[src/rtl/cpu_bus_pkg.sv]
// cpu_bus_pkg
//   Shared definitions for the core-side data bus and the uncached store buffer:
//   access size encodings, the FIFO entry layout and the store-buffer state enum.
package cpu_bus_pkg;

    // Access size encodings on cpu_size / mem_size
    localparam logic [1:0] SZ_BYTE = 2'd0;
    localparam logic [1:0] SZ_HALF = 2'd1;
    localparam logic [1:0] SZ_WORD = 2'd2;

    // One posted store waiting to be drained
    typedef struct packed {
        logic [31:0] addr;
        logic [31:0] wdata;
        logic [1:0]  size;
    } sb_entry_t;

    // Downstream transaction tracking: at most one request outstanding at the adapter
    typedef enum logic [1:0] {
        S_IDLE       = 2'd0,
        S_DRAIN_WAIT = 2'd1,
        S_PASS_WAIT  = 2'd2
    } sb_state_t;

endpackage

[src/rtl/sb_fifo.sv]
// sb_fifo
//   In-order FIFO of posted stores (DEPTH entries of sb_entry_t).
//   Ports:
//     clk, resetn  - clock, asynchronous active-low clear of pointers and count
//     push, din    - write din at the tail (ignored when full)
//     pop          - drop the head entry (ignored when empty)
//     dout         - head entry
//     count        - number of valid entries, 0..DEPTH
//     full, empty  - occupancy flags
module sb_fifo
    import cpu_bus_pkg::*;
#(
    parameter int DEPTH = 4,
    parameter int PTR_W = 2
) (
    input  logic            clk,
    input  logic            resetn,
    input  logic            push,
    input  logic            pop,
    input  sb_entry_t       din,
    output sb_entry_t       dout,
    output logic [PTR_W:0]  count,
    output logic            full,
    output logic            empty
);

    sb_entry_t        mem [DEPTH];
    logic [PTR_W-1:0] wr_ptr;
    logic [PTR_W-1:0] rd_ptr;
    logic             do_push;
    logic             do_pop;

    assign full    = (count == (PTR_W + 1)'(DEPTH));
    assign empty   = (count == '0);
    assign do_push = push & ~full;
    assign do_pop  = pop & ~empty;
    assign dout    = mem[rd_ptr];

    // Storage needs no reset: an entry is only read after it has been written.
    always_ff @(posedge clk) begin
        if (do_push) begin
            mem[wr_ptr] <= din;
        end
    end

    // Pointers wrap naturally because DEPTH is a power of two. A simultaneous
    // push and pop moves both pointers and leaves count unchanged.
    always_ff @(posedge clk or negedge resetn) begin
        if (!resetn) begin
            wr_ptr <= '0;
            rd_ptr <= '0;
            count  <= '0;
        end else begin
            if (do_push) begin
                wr_ptr <= wr_ptr + PTR_W'(1);
            end
            if (do_pop) begin
                rd_ptr <= rd_ptr + PTR_W'(1);
            end
            case ({do_push, do_pop})
                2'b10:   count <= count + (PTR_W + 1)'(1);
                2'b01:   count <= count - (PTR_W + 1)'(1);
                default: count <= count;
            endcase
        end
    end

endmodule

[src/rtl/uncached_store_buffer.sv]
// uncached_store_buffer
//   Posted-write buffer between the core data port and the cache/AXI adapter.
//   Uncached stores are acknowledged immediately and drained in order; every other
//   request is forwarded only when the buffer is empty, so program order is kept.
//   Ports:
//     clk, resetn            - clock, asynchronous active-low reset
//     cpu_req/wr/size/addr/wdata/uncached  - core request (SRAM-like)
//     cpu_rdata, cpu_addr_ok, cpu_data_ok  - core responses
//     mem_req/wr/size/addr/wdata/uncached  - request to the adapter
//     mem_rdata, mem_addr_ok, mem_data_ok  - adapter responses
//     buf_empty              - no buffered store and no drain in flight
module uncached_store_buffer
    import cpu_bus_pkg::*;
#(
    parameter int DEPTH = 4,
    parameter int PTR_W = 2
) (
    input  logic        clk,
    input  logic        resetn,
    input  logic        cpu_req,
    input  logic        cpu_wr,
    input  logic [1:0]  cpu_size,
    input  logic [31:0] cpu_addr,
    input  logic [31:0] cpu_wdata,
    input  logic        cpu_uncached,
    output logic [31:0] cpu_rdata,
    output logic        cpu_addr_ok,
    output logic        cpu_data_ok,
    output logic        mem_req,
    output logic        mem_wr,
    output logic [1:0]  mem_size,
    output logic [31:0] mem_addr,
    output logic [31:0] mem_wdata,
    output logic        mem_uncached,
    input  logic [31:0] mem_rdata,
    input  logic        mem_addr_ok,
    input  logic        mem_data_ok,
    output logic        buf_empty
);

    sb_state_t      state;
    logic           ack_q;
    logic           unc_store;
    logic           push;
    logic           pop;
    logic           pass_req;
    logic           pass_fire;
    logic           drain_fire;
    sb_entry_t      new_entry;
    sb_entry_t      head;
    logic [PTR_W:0] count;
    logic           full;
    logic           empty;

    // A posted store needs a free slot before the edge; a pop in the same cycle
    // does not make room. Stores are also held off while a pass-through is pending.
    assign unc_store  = cpu_req & cpu_wr & cpu_uncached;
    assign push       = unc_store & ~full & (state != S_PASS_WAIT);
    assign pass_req   = (state == S_IDLE) & empty & cpu_req & ~unc_store;
    assign pass_fire  = pass_req & mem_addr_ok;
    assign drain_fire = (state == S_IDLE) & ~empty & mem_addr_ok;
    assign pop        = (state == S_DRAIN_WAIT) & mem_data_ok;

    assign new_entry = '{addr: cpu_addr, wdata: cpu_wdata, size: cpu_size};

    sb_fifo #(
        .DEPTH (DEPTH),
        .PTR_W (PTR_W)
    ) u_fifo (
        .clk    (clk),
        .resetn (resetn),
        .push   (push),
        .pop    (pop),
        .din    (new_entry),
        .dout   (head),
        .count  (count),
        .full   (full),
        .empty  (empty)
    );

    // Downstream mux: the buffered head always has priority over a new core
    // request; with nothing outstanding the head fields are left on the bus.
    always_comb begin
        mem_req      = 1'b0;
        mem_wr       = 1'b1;
        mem_uncached = 1'b1;
        mem_size     = head.size;
        mem_addr     = head.addr;
        mem_wdata    = head.wdata;
        if (state == S_IDLE) begin
            if (!empty) begin
                mem_req = 1'b1;
            end else if (pass_req) begin
                mem_req      = 1'b1;
                mem_wr       = cpu_wr;
                mem_uncached = cpu_uncached;
                mem_size     = cpu_size;
                mem_addr     = cpu_addr;
                mem_wdata    = cpu_wdata;
            end
        end
    end

    // ack_q and a pass-through completion can never coincide, since ack_q is
    // only set outside S_PASS_WAIT and a pass-through needs an empty buffer.
    assign cpu_addr_ok = push | pass_fire;
    assign cpu_data_ok = ack_q | ((state == S_PASS_WAIT) & mem_data_ok);
    assign cpu_rdata   = mem_rdata;
    assign buf_empty   = (count == '0) & (state != S_DRAIN_WAIT);

    // One outstanding adapter transaction: either a drain of the head or a
    // forwarded core request, each waiting for its mem_data_ok.
    always_ff @(posedge clk or negedge resetn) begin
        if (!resetn) begin
            state <= S_IDLE;
            ack_q <= 1'b0;
        end else begin
            ack_q <= push;
            case (state)
                S_IDLE: begin
                    if (drain_fire) begin
                        state <= S_DRAIN_WAIT;
                    end else if (pass_fire) begin
                        state <= S_PASS_WAIT;
                    end
                end
                S_DRAIN_WAIT: begin
                    if (mem_data_ok) begin
                        state <= S_IDLE;
                    end
                end
                S_PASS_WAIT: begin
                    if (mem_data_ok) begin
                        state <= S_IDLE;
                    end
                end
                default: state <= S_IDLE;
            endcase
        end
    end

endmodule

[config.mk]
export PLATFORM = sky130hd
export DESIGN_NAME = uncached_store_buffer
export DESIGN_NICKNAME = d
export VERILOG_FILES = /design/src/rtl/cpu_bus_pkg.sv /design/src/rtl/sb_fifo.sv /design/src/rtl/uncached_store_buffer.sv
export SDC_FILE = /design/constraint.sdc
export NUM_CORES = 1
export LEC_CHECK = 0
export BUFFER_PORTS_ARGS = -buffer_cell sky130_fd_sc_hd__buf_4
export CORE_MARGIN = 4
export CORE_UTILIZATION = 40
export CTS_CLUSTER_DIAMETER = 80
export CTS_CLUSTER_SIZE = 20
export DETAILED_ROUTE_END_ITERATION = 8
export SLEW_MARGIN = 20
export SYNTH_ARGS = -nofsm -noshare
export SYNTH_HDL_FRONTEND = slang
export SYNTH_SLANG_ARGS = --single-unit
export TNS_END_PERCENT = 10
[constraint.sdc]
create_clock -name clk -period 3.1 [get_ports clk]
set_input_delay 0.62 -clock clk [delete_from_list [all_inputs] [get_ports clk]]
set_output_delay 0.62 -clock clk [all_outputs]
set_load 0.01 [all_outputs]
**After elaboration in Yosys (flattened, before gate mapping)**

Memories as Yosys holds them, arrays and structs flattened.
Cells that the tools add are included.

- Add/subtract/negate cells: 4
- Multiply operators: 0
- Divide/modulo/power cells: 0
- $lt $le $gt $ge: 0
- Equality and inequality tests: 9
- Shift operators: 0
- Muxes and demuxes: 25
- Bitwise operators: 20
- Reduce and logical (&&, ||, !) cells: 5

Operators by type and width:

| cell | count |
|---|---|
| 32-bit 2-to-1 mux | 6 |
| 1-bit bitwise AND | 15 |
| 2-bit 2-to-1 mux | 6 |
| 1-bit 2-to-1 mux | 11 |
| 3-bit one-hot mux with 2 select lines | 1 |
| 2-bit by 1-bit adder with 2-bit output, second input constant | 2 |
| 2-bit by 1-bit == test with 1-bit output, second input constant | 2 |
| 2-bit == test, second input constant | 2 |
| 2-bit by 1-bit inequality test with 1-bit output, second input constant | 2 |
| 2-bit one-hot mux with 2 select lines | 1 |
| 3-bit by 1-bit adder with 3-bit output, second input constant | 1 |
| 3-bit == test, second input constant | 1 |
| 3-bit logical NOT | 1 |
| 3-bit inequality test, second input constant | 1 |
| 1-bit NOT | 3 |
| 3-bit by 1-bit subtractor with 3-bit output, second input constant | 1 |
| 2-bit logical NOT | 1 |
| 2-bit inequality test, second input constant | 1 |
| 1-bit bitwise OR | 2 |
| 2-bit AND reduction | 1 |
| 2-bit nonzero test | 1 |
| 2-bit OR reduction | 1 |

- Bits in registers: 10
- Latch bits: 0
- Memory bits (writable): 264
- ROM bits: 0
- Bits of input ports: 105
- Output and inout bits: 104
- Word-level logic and storage cells: 69
- Memories: 1

Memories:

| name | depth | width | rd ports | clocked after Yosys merged registers in | write ports | line | source |
|---|---|---|---|---|---|---|---|
| u_fifo.mem | 4 | 66 | 1 | 0 | 1 | sb_fifo.sv:27 | `sb_entry_t mem [DEPTH];` |

**Logic depth before layout (Yosys ltp)**

Gate-level depths: netlist of run 1.

- Depth in word-level cells: 8
- Depth in mapped cells: 11

**Cells and area by module**

Synthesis of run 1 repeated with hierarchy kept, for this count alone.

- Cells, all modules: 515
- Area total of the unflattened synthesis: 11368.4 um^2

Modules (own cells, without submodules):

| module | times used | cells an instance | area each (um^2) | sequential area each (um^2) |
|---|---|---|---|---|
| sb_fifo | 1 | 382 | 9960.8 | 8102.8 |
| uncached_store_buffer | 1 | 133 | 1407.6 | 75.1 |

**Least setup slack after synthesis of run 1**

OpenSTA, ideal clock, no wires.

- Path kind: register to register
- From: reg state[0]
- To: mem u_fifo.mem[2][0] (netlist bit) (enable)
- Setup time: 0.431 ns
- Data arrival time: 2.761 ns
- Required time: 2.669 ns
- Setup slack: -0.092 ns
- Stages on the path, launching flop included: 6
- Path buffers: 0
- Period minus slack after synthesis: 3.192 ns
- Path through: dfrtp_1 > inv_1 > ha_1 > nand4b_1 > a21oi_1 > and2_1

- Longest elaborated chain between the ends: 5

RTL lines:

| element | line | source |
|---|---|---|
| from (decl) | uncached_store_buffer.sv:41 | `sb_state_t state;` |
| from (signal assigned) | uncached_store_buffer.sv:115 | `state <= S_IDLE;` |
| from (signal assigned) | uncached_store_buffer.sv:122 | `state <= S_DRAIN_WAIT;` |
| from (signal assigned) | uncached_store_buffer.sv:124 | `state <= S_PASS_WAIT;` |
| 2-bit inequality test | uncached_store_buffer.sv:58 | `assign push = unc_store & ~full & (state != S_PASS_WAIT);` |
| 1-bit bitwise AND | uncached_store_buffer.sv:58 |  |
| net push | uncached_store_buffer.sv:44 | `logic push;` |
| 1-bit bitwise AND | sb_fifo.sv:35 | `assign do_push = push & ~full;` |
| 1-bit 2-to-1 mux | sb_fifo.sv:41 | `if (do_push) begin` |
| 1-bit 2-to-1 mux (not written as such) | sb_fifo.sv:42 | `mem[wr_ptr] <= din;` |
| to (decl) | sb_fifo.sv:27 |  |

The timed path passes the listed nets, and every way through them passes these cells.

**Worst setup path in the final report of run 1**

- From: reg u_fifo.count[1]
- To: out mem_addr[22]

- Longest elaborated chain between the ends: 7

RTL lines:

| element | line | source |
|---|---|---|
| from (decl) | sb_fifo.sv:22 | `output logic [PTR_W:0] count,` |
| from (signal assigned) | sb_fifo.sv:61 | `2'b10: count <= count + (PTR_W + 1)'(1);` |
| from (signal assigned) | sb_fifo.sv:62 | `2'b01: count <= count - (PTR_W + 1)'(1);` |
| from (signal assigned) | sb_fifo.sv:63 | `default: count <= count;` |
| 3-bit logical NOT * | sb_fifo.sv:34 | `assign empty = (count == '0);` |
| 1-bit bitwise AND (3 in a row) | uncached_store_buffer.sv:59 | `assign pass_req = (state == S_IDLE) & empty & cpu_req & ~unc_store;` |
| 32-bit 2-to-1 mux | uncached_store_buffer.sv:93 | `end else if (pass_req) begin` |
| 32-bit 2-to-1 mux * | uncached_store_buffer.sv:91 | `if (!empty) begin` |
| 32-bit 2-to-1 mux * | uncached_store_buffer.sv:90 | `if (state == S_IDLE) begin` |
| to (decl) | uncached_store_buffer.sv:32 | `output logic [31:0] mem_addr,` |

Every way passes the cells marked *; elsewhere a longest branch is shown, timed or not.

==> results of run 1 <==
==> cell families (layout without fill, tap and decap cells) <==
| group | after synthesis | in the layout | synth area share [%] |
|---|---|---|---|
| muxes | 133 | 133 | 20.2 |
| DFF | 274 | 274 | 72.7 |
| AOI/OAI and AO/OA | 8 | 8 | 0.556 |
| buffers and inverters | 64 | 216 | 3.84 |
| and+or+nand+nor | 22 | 22 | 1.17 |
| adders and majority gates | 9 | 9 | 1.07 |
| xor gates and xnor gates | 6 | 6 | 0.467 |
==> power by group <==
part / total [W] / switching, W / internal, W
Combinational: 0.00437 / 0.00183 / 0.00254
Clock: 0.00211 / 0.00109 / 0.00101
Sequential: 0.00446 / 0.000131 / 0.00433
==> how the worst max path moves through the flow <==
| stage | startpoint | end | depth (start not counted) |
|---|---|---|---|
| 6_report | u_fifo.count[1] | mem_addr[22] | 6 |
| 5_1_grt | u_fifo.count[1] | mem_addr[18] | 6 |
| 4_1_cts | u_fifo.count[1] | mem_wdata[31] | 5 |
| 3_5_place_dp | u_fifo.count[1] | mem_addr[9] | 5 |
| 3_3_place_gp | u_fifo.count[1] | mem_wdata[31] | 5 |
| 2_1_floorplan | state[0] | u_fifo.mem[3][0] | 5 |
==> area by class of cell <==
| type | instances | area (um2) |
|---|---|---|
| Clock buffer | 23 | 448 |
| Clock inverter | 1 | 6.26 |
| Fill cell | 2344 | 14200 |
| Inverter | 9 | 33.8 |
| Multi-Input combinational cell | 178 | 2750 |
| Sequential cell | 274 | 8190 |
| Tap cell | 378 | 473 |
| Timing Repair Buffer | 183 | 1730 |
==> metrics by stage <==
stage / power (W) / util [%] / instances / area (um2) / setup WS, ps
floorplan: 0.00698 / - / 516 / 11200 / -91.5
global placement: 0.00838 / 45.5 / 998 / 12600 / 416
detailed placement: 0.00842 / 45.5 / 998 / 12600 / 389
CTS: 0.0106 / 47.4 / 1024 / 13200 / -78.2
global route: 0.0115 / 49.1 / 1046 / 13600 / -68.2
finish: 0.0109 / 49.1 / 1046 / 13600 / 19.9
==> placed cells by master (no fill, tap or decap), types with 2 or more instances in the layout <==
| cell type | count |
|---|---|
| ha_1 | 7 |
| clkbuf_16 | 22 |
| buf_6 | 29 |
| xor2_1 | 3 |
| inv_1 | 8 |
| nand2b_1 | 3 |
| dfrtp_1 | 7 |
| nand2_1 | 3 |
| mux4_2 | 66 |
| buf_16 | 2 |
| dfrtp_4 | 2 |
| clkbuf_1 | 6 |
| and2_4 | 5 |
| nand4_1 | 2 |
| nor2_1 | 3 |
| edfxtp_1 | 264 |
| mux2_4 | 33 |
| xnor2_1 | 3 |
| buf_4 | 136 |
| mux2_2 | 34 |
| buf_12 | 9 |
==> registers in the layout (all words and copies together) (netlist names) <==
register,count
ack_q,1
state,2
u_fifo.count,3
u_fifo.mem,264
u_fifo.rd_ptr,2
u_fifo.wr_ptr,2
==> critical path: cells and delay by family, from the launching register on <==
family / cells / cell delay (ps)
flops: 1 / 410
buf+inv: 3 / 470
mux: 1 / 340
simple gates: 2 / 740
==> metal layers <==
layer / share of wire, % / global-route usage (%) / vias to the layer above
li1: - / - / 2362
met1: 44 / 19.2 / 2854
met2: 49 / 23.0 / 149
met3: 4.9 / 2.69 / 37
met4: 1.7 / 2.83 / 0
met5: 0 / 0 / -
==> what timing repair did <==
action | CTS | global route
hold endpoints to repair | 10 | 0
gates resized for setup | 9 | 52
gates cloned | 1 | 10
hold buffers | 1 | 0
buffers inserted | 0 | 12
endpoints found under the setup margin | 66 | 66
pin swaps | 0 | 1
==> metrics.cfg, run 1 <==
[power]
p_leak_nw = 4.69
peakVddDrop_uv = 492
powerDensity_nw_per_um2 = 802

[setup_path]
timing.critical_path.cells = or3_4, and3b_4, buf_12, buf_16, mux2_2, buf_4
r2r_slack_ps = 530
required_ps = 2480
critical-path-max-stage-delay_ps = 410
slowest_stage = dfrtp_1
end_kind = primary output
worstSetupStartpointType = flop
arrival_ps = 2460
r2r_end = u_fifo.count[1]
worstPathMaxFanout = 9
r2r_start = state[0]
r2r_cells = 9
critPathKind = flop to primary output

[grt]
antenna_found_initial = 0
grt_pass1_wl_um = 33600
gr-total-overflow = 0
grt_max_degree = 57
grt_use_total_pct = 13.8
grt_pass1_vias = 5679

[detailed_routing]
drtPass1Iterations = 4
vias = 5402
drc = 0
vias_per_cell = 5.16
wl_per_cell_um = 22.4
drtAntennaViolNets = 0
wl_um = 23400
drt_iter0_markers = 352

[synthesis]
ys_top_cells_by_area = edfxtp_1, mux4_2, mux2_2, buf_4, dfrtp_1
netlist_area_um2 = 11200
avgSynthCellArea_um2 = 21.8
synthesis.instances = 516
synth-edff-count = 264
synth_top_area_cell = edfxtp_1
synthArstFlopShare_pct = 3.65
ys.flop_type = edfxtp_1
synth.top_cell.area_share_pct = 70.5
yosys_register_bits = 274
synthMostInstantiatedCell = edfxtp_1
yosys.cell_types.count = 34
yosysSeqAreaShare_pct = 72.7
synthesis.nets = 630
synthTopCellsByCount = edfxtp_1, mux4_2, mux2_2
yosys_warnings = 0

[hold_path]
hold_path.startpoint = cpu_addr[22]
whs_endpoint = u_fifo.mem[3][56]
hp-class = input pin to flop
holdPathStages = 1

[cts]
htreeDepth = 1
clock_sinks = 274
path_clk_slew_ps = 80
clock_latency_ps = 480
numCtsBuffers = 17
cts_buffer_depth = 3
clockRootBuffer = clkbuf_16
cts_tree = built

[floorplanning]
die_h_um = 176
design.core.area_um2 = 27800
start_util_pct = 40.5
dieArea_um2 = 30900
io_pins = 209
row_count = 61
die_x_um = 176

[sta]
fmax_ghz = 0.325
setup_viol = 0
tns_ps = 0
drv_slew = 0
tightest_slew_ps = 737
hold_viol = 0
min_period_ps = 3080
whs_ps = 341
rsz0062_at_grt = yes
fin_crit_sh_pct = 99.4
skew_ps = 11.4
max_slew_margin_pct = 50.9

[place]
port_buffers = 144
place_hpwl_um = 12900
gp_congestion = 0.735

[layout]
nets = 777
diodes = 0
drive_gt1_share_pct = 51.6
syn2layout_area_growth_pct = 21.2

[run]
drv_cap = 0

[status]
outcome = completed

Power figures use the tool's default switching activity.
==> inputs of run 2 (changes only) <==
==> constraint.sdc (replaced) <==
create_clock -name clk -period 2.9 [get_ports clk]
set_input_delay 0.29 -clock clk [delete_from_list [all_inputs] [get_ports clk]]
set_output_delay 0.29 -clock clk [all_outputs]
set_load 0.01 [all_outputs]
==> run 2 against run 1 <==
Net effect: core utilization up 0.65 points; largest cell class unchanged; sequential power up 8.3%; die area unchanged; final cell count up 4.2%; count of clock-buffer cells in the layout up 5; critical path depth down 1; first-iteration DRC count down 9.1%; global-route usage up 0.19 points; critical path type unchanged.
==> metrics.cfg, run 2 (synthesis results as in run 1) <==
[status]
outcome = completed

[place]
gp_congestion = 0.723  ; -1.7%
placed_area_um2 = 12700  ; +0.40%
port_buffers = 144  ; unchanged
place_hpwl_um = 13100  ; +1.7%
dpl_worst_slack_ps = 495  ; +106 ps
dp.cells = 998  ; unchanged

[cts]
clock_latency_ps = 480  ; about the same
cts_tree = built
numCtsBuffers = 17  ; unchanged
clock_sinks = 274  ; unchanged
cts_buffer_depth = 3  ; unchanged
path_clk_slew_ps = 80  ; about the same
htreeDepth = 1  ; unchanged
clockRootBuffer = clkbuf_16

[setup_path]
timing.critical_path.cells = or3_4, and3b_4, clkbuf_16, mux2_2, buf_4
cp_num_buf_inv = 2  ; -1
required_ps = 2610  ; +130 ps
slowest_stage = or3_4
critical-path-max-stage-delay_ps = 430  ; +20 ps
arrival_ps = 2540  ; +80 ps
r2r_slack_ps = 660  ; +130 ps
worstSetupStartpointType = flop
end_kind = primary output
critPathTopFamily = simple AND/OR/NAND/NOR gates
worstPathMaxFanout = 34  ; +25
critPathKind = flop to primary output

[sta]
max_slew_margin_pct = 68.2  ; +17 points
hold_viol = 0  ; unchanged
tightest_slew_ps = 477  ; -259 ps
drv_slew = 0  ; unchanged
min_period_ps = 2830
rsz0062_at_grt = yes
setup_viol = 0  ; unchanged
setup_ws_ps = 68.8  ; +48.9 ps
fmax_ghz = 0.353
skew_ps = 10.9  ; -0.489 ps
fin_crit_sh_pct = 97.6

[detailed_routing]
wl_per_cell_um = 20.5  ; -8.2%
drc = 0  ; unchanged
drtPass1Iterations = 4  ; unchanged
vias_per_cell = 5.04  ; -2.3%
drt_iter0_markers = 320  ; -9.1%
drtAntennaViolNets = 0  ; unchanged
wl_um = 22400  ; -4.3%
vias = 5497  ; +1.8%

[power]
powerDensity_nw_per_um2 = 818  ; +2.0%
p_comb_share_pct = 36.9  ; -3.0 points
switching_share_pct = 28.0  ; +0.10 points
power.switching_w = 0.00317  ; +3.7%
p_clk_share_pct = 20.3  ; +1.0 points
p_int_w = 0.00813  ; +3.2%
seqPwrFrac_pct = 42.8  ; +2.0 points
peakVddDrop_uv = 398  ; -19%
p_leak_nw = 4.70  ; +0.15%

[floorplanning]
die_x_um = 176  ; unchanged
die_h_um = 176  ; unchanged
dieArea_um2 = 30900  ; unchanged
design.core.area_um2 = 27800  ; unchanged
row_count = 61  ; unchanged
io_pins = 209  ; unchanged
start_util_pct = 40.5  ; unchanged

[run]
drv_cap = 0  ; unchanged

[layout]
register_area_um2 = 8190  ; about the same
nFillCells = 2337  ; -0.30%
nets = 816  ; +5.0%
multiInputGateArea_um2 = 2650  ; -3.6%
top_register = u_fifo.mem
finalInstanceArea_um2 = 13800  ; +1.3%
top_regs = u_fifo.mem (264), u_fifo.count (3)
layout_commonest_cell = edfxtp_1
final_cell_mix = edfxtp_1, buf_4, mux4_2
drive_gt1_share_pct = 45.1  ; -6.6 points
syn2layout_area_growth_pct = 22.8
largest_register_ffs = 264  ; unchanged
fin_cells = 1090  ; +4.2%
diodes = 0  ; unchanged

[grt]
antenna_found_initial = 0  ; unchanged
grt_max_degree = 70  ; +23%
gr-total-overflow = 0  ; unchanged
grt_use_total_pct = 14.0  ; +0.19 points
grt_pass1_wl_um = 34300  ; +2.1%
grt_pass1_vias = 6091  ; +7.3%

[hold_path]
hp-class = input pin to flop

[run 2: what timing repair did]
action,in CTS,in global routing
hold endpoints to repair,232,5
buffers inserted,0,2
setup endpoints to repair,58,64
hold buffers,58,2
gates resized for setup,1,1
cloned,0,1
pin swaps,0,1
[run 2: layer usage]
metal	global-route usage, %	vias to the layer above	part of all wire, %
li1	-	2438	-
met1	18.6	2877	43
met2	24.5	145	51
met3	2.43	37	5.2
met4	2.89	0	1.4
met5	0	-	0
[run 2: final timing paths]
check                                 from  cells past startpoint                end
min in group asynchronous           resetn                      2              ack_q
setup / recovery           u_fifo.count[0]                      5      mem_wdata[17]
hold / removal                cpu_addr[11]                      1  u_fifo.mem[3][45]
setup reg to reg                  state[0]                     12    u_fifo.count[2]
hold reg to reg            u_fifo.count[0]                      1    u_fifo.count[0]
max in group asynchronous           resetn                      2   u_fifo.rd_ptr[1]
[run 2: worst register-to-register path, stage by stage (launching register included)]
cell and delay (ps):
dfrtp_1 380, inv_1 130, ha_1 180, nand4b_1 140, a21oi_1 60, buf_4 170
inv_1 60, ha_1 170, inv_1 60, fa_1 380, xor2_1 160, nor2_1 120
xor2_1 160
[run 2: layout make-up]
type,instances,area share (%)
well taps,378,3.42
repair buffers,222,14.4
flip-flops and latches,274,59.3
clock inverters,1,0.0634
inverters,9,0.245
clock buffers,28,3.38
multi-input cells,178,19.2
[run 2: power groups by stage]
stage	clock network, W	logic [W]	registers (W)
after global placement	0	0.00403	0.00496
final	0.00229	0.00417	0.00483
after CTS	0.00241	0.00418	0.00489
after global routing	0.00255	0.00453	0.00486
after floorplan	0	0.00268	0.00479
after detailed placement	0	0.00409	0.00498
[run 2: per-stage QoR]
step / utilization, % / power, W / TNS, ps / hold slack [ps]
CTS: 49.5 / 0.0115 / -767 / 0.0272
global route: 49.7 / 0.0119 / -323 / 1.12
finish: 49.7 / 0.0113 / 0 / 28.2
detailed placement: 45.7 / 0.00907 / 0 / 133
global placement: 45.7 / 0.00900 / 0 / 127
floorplan: - / 0.00747 / -57720 / -5.59
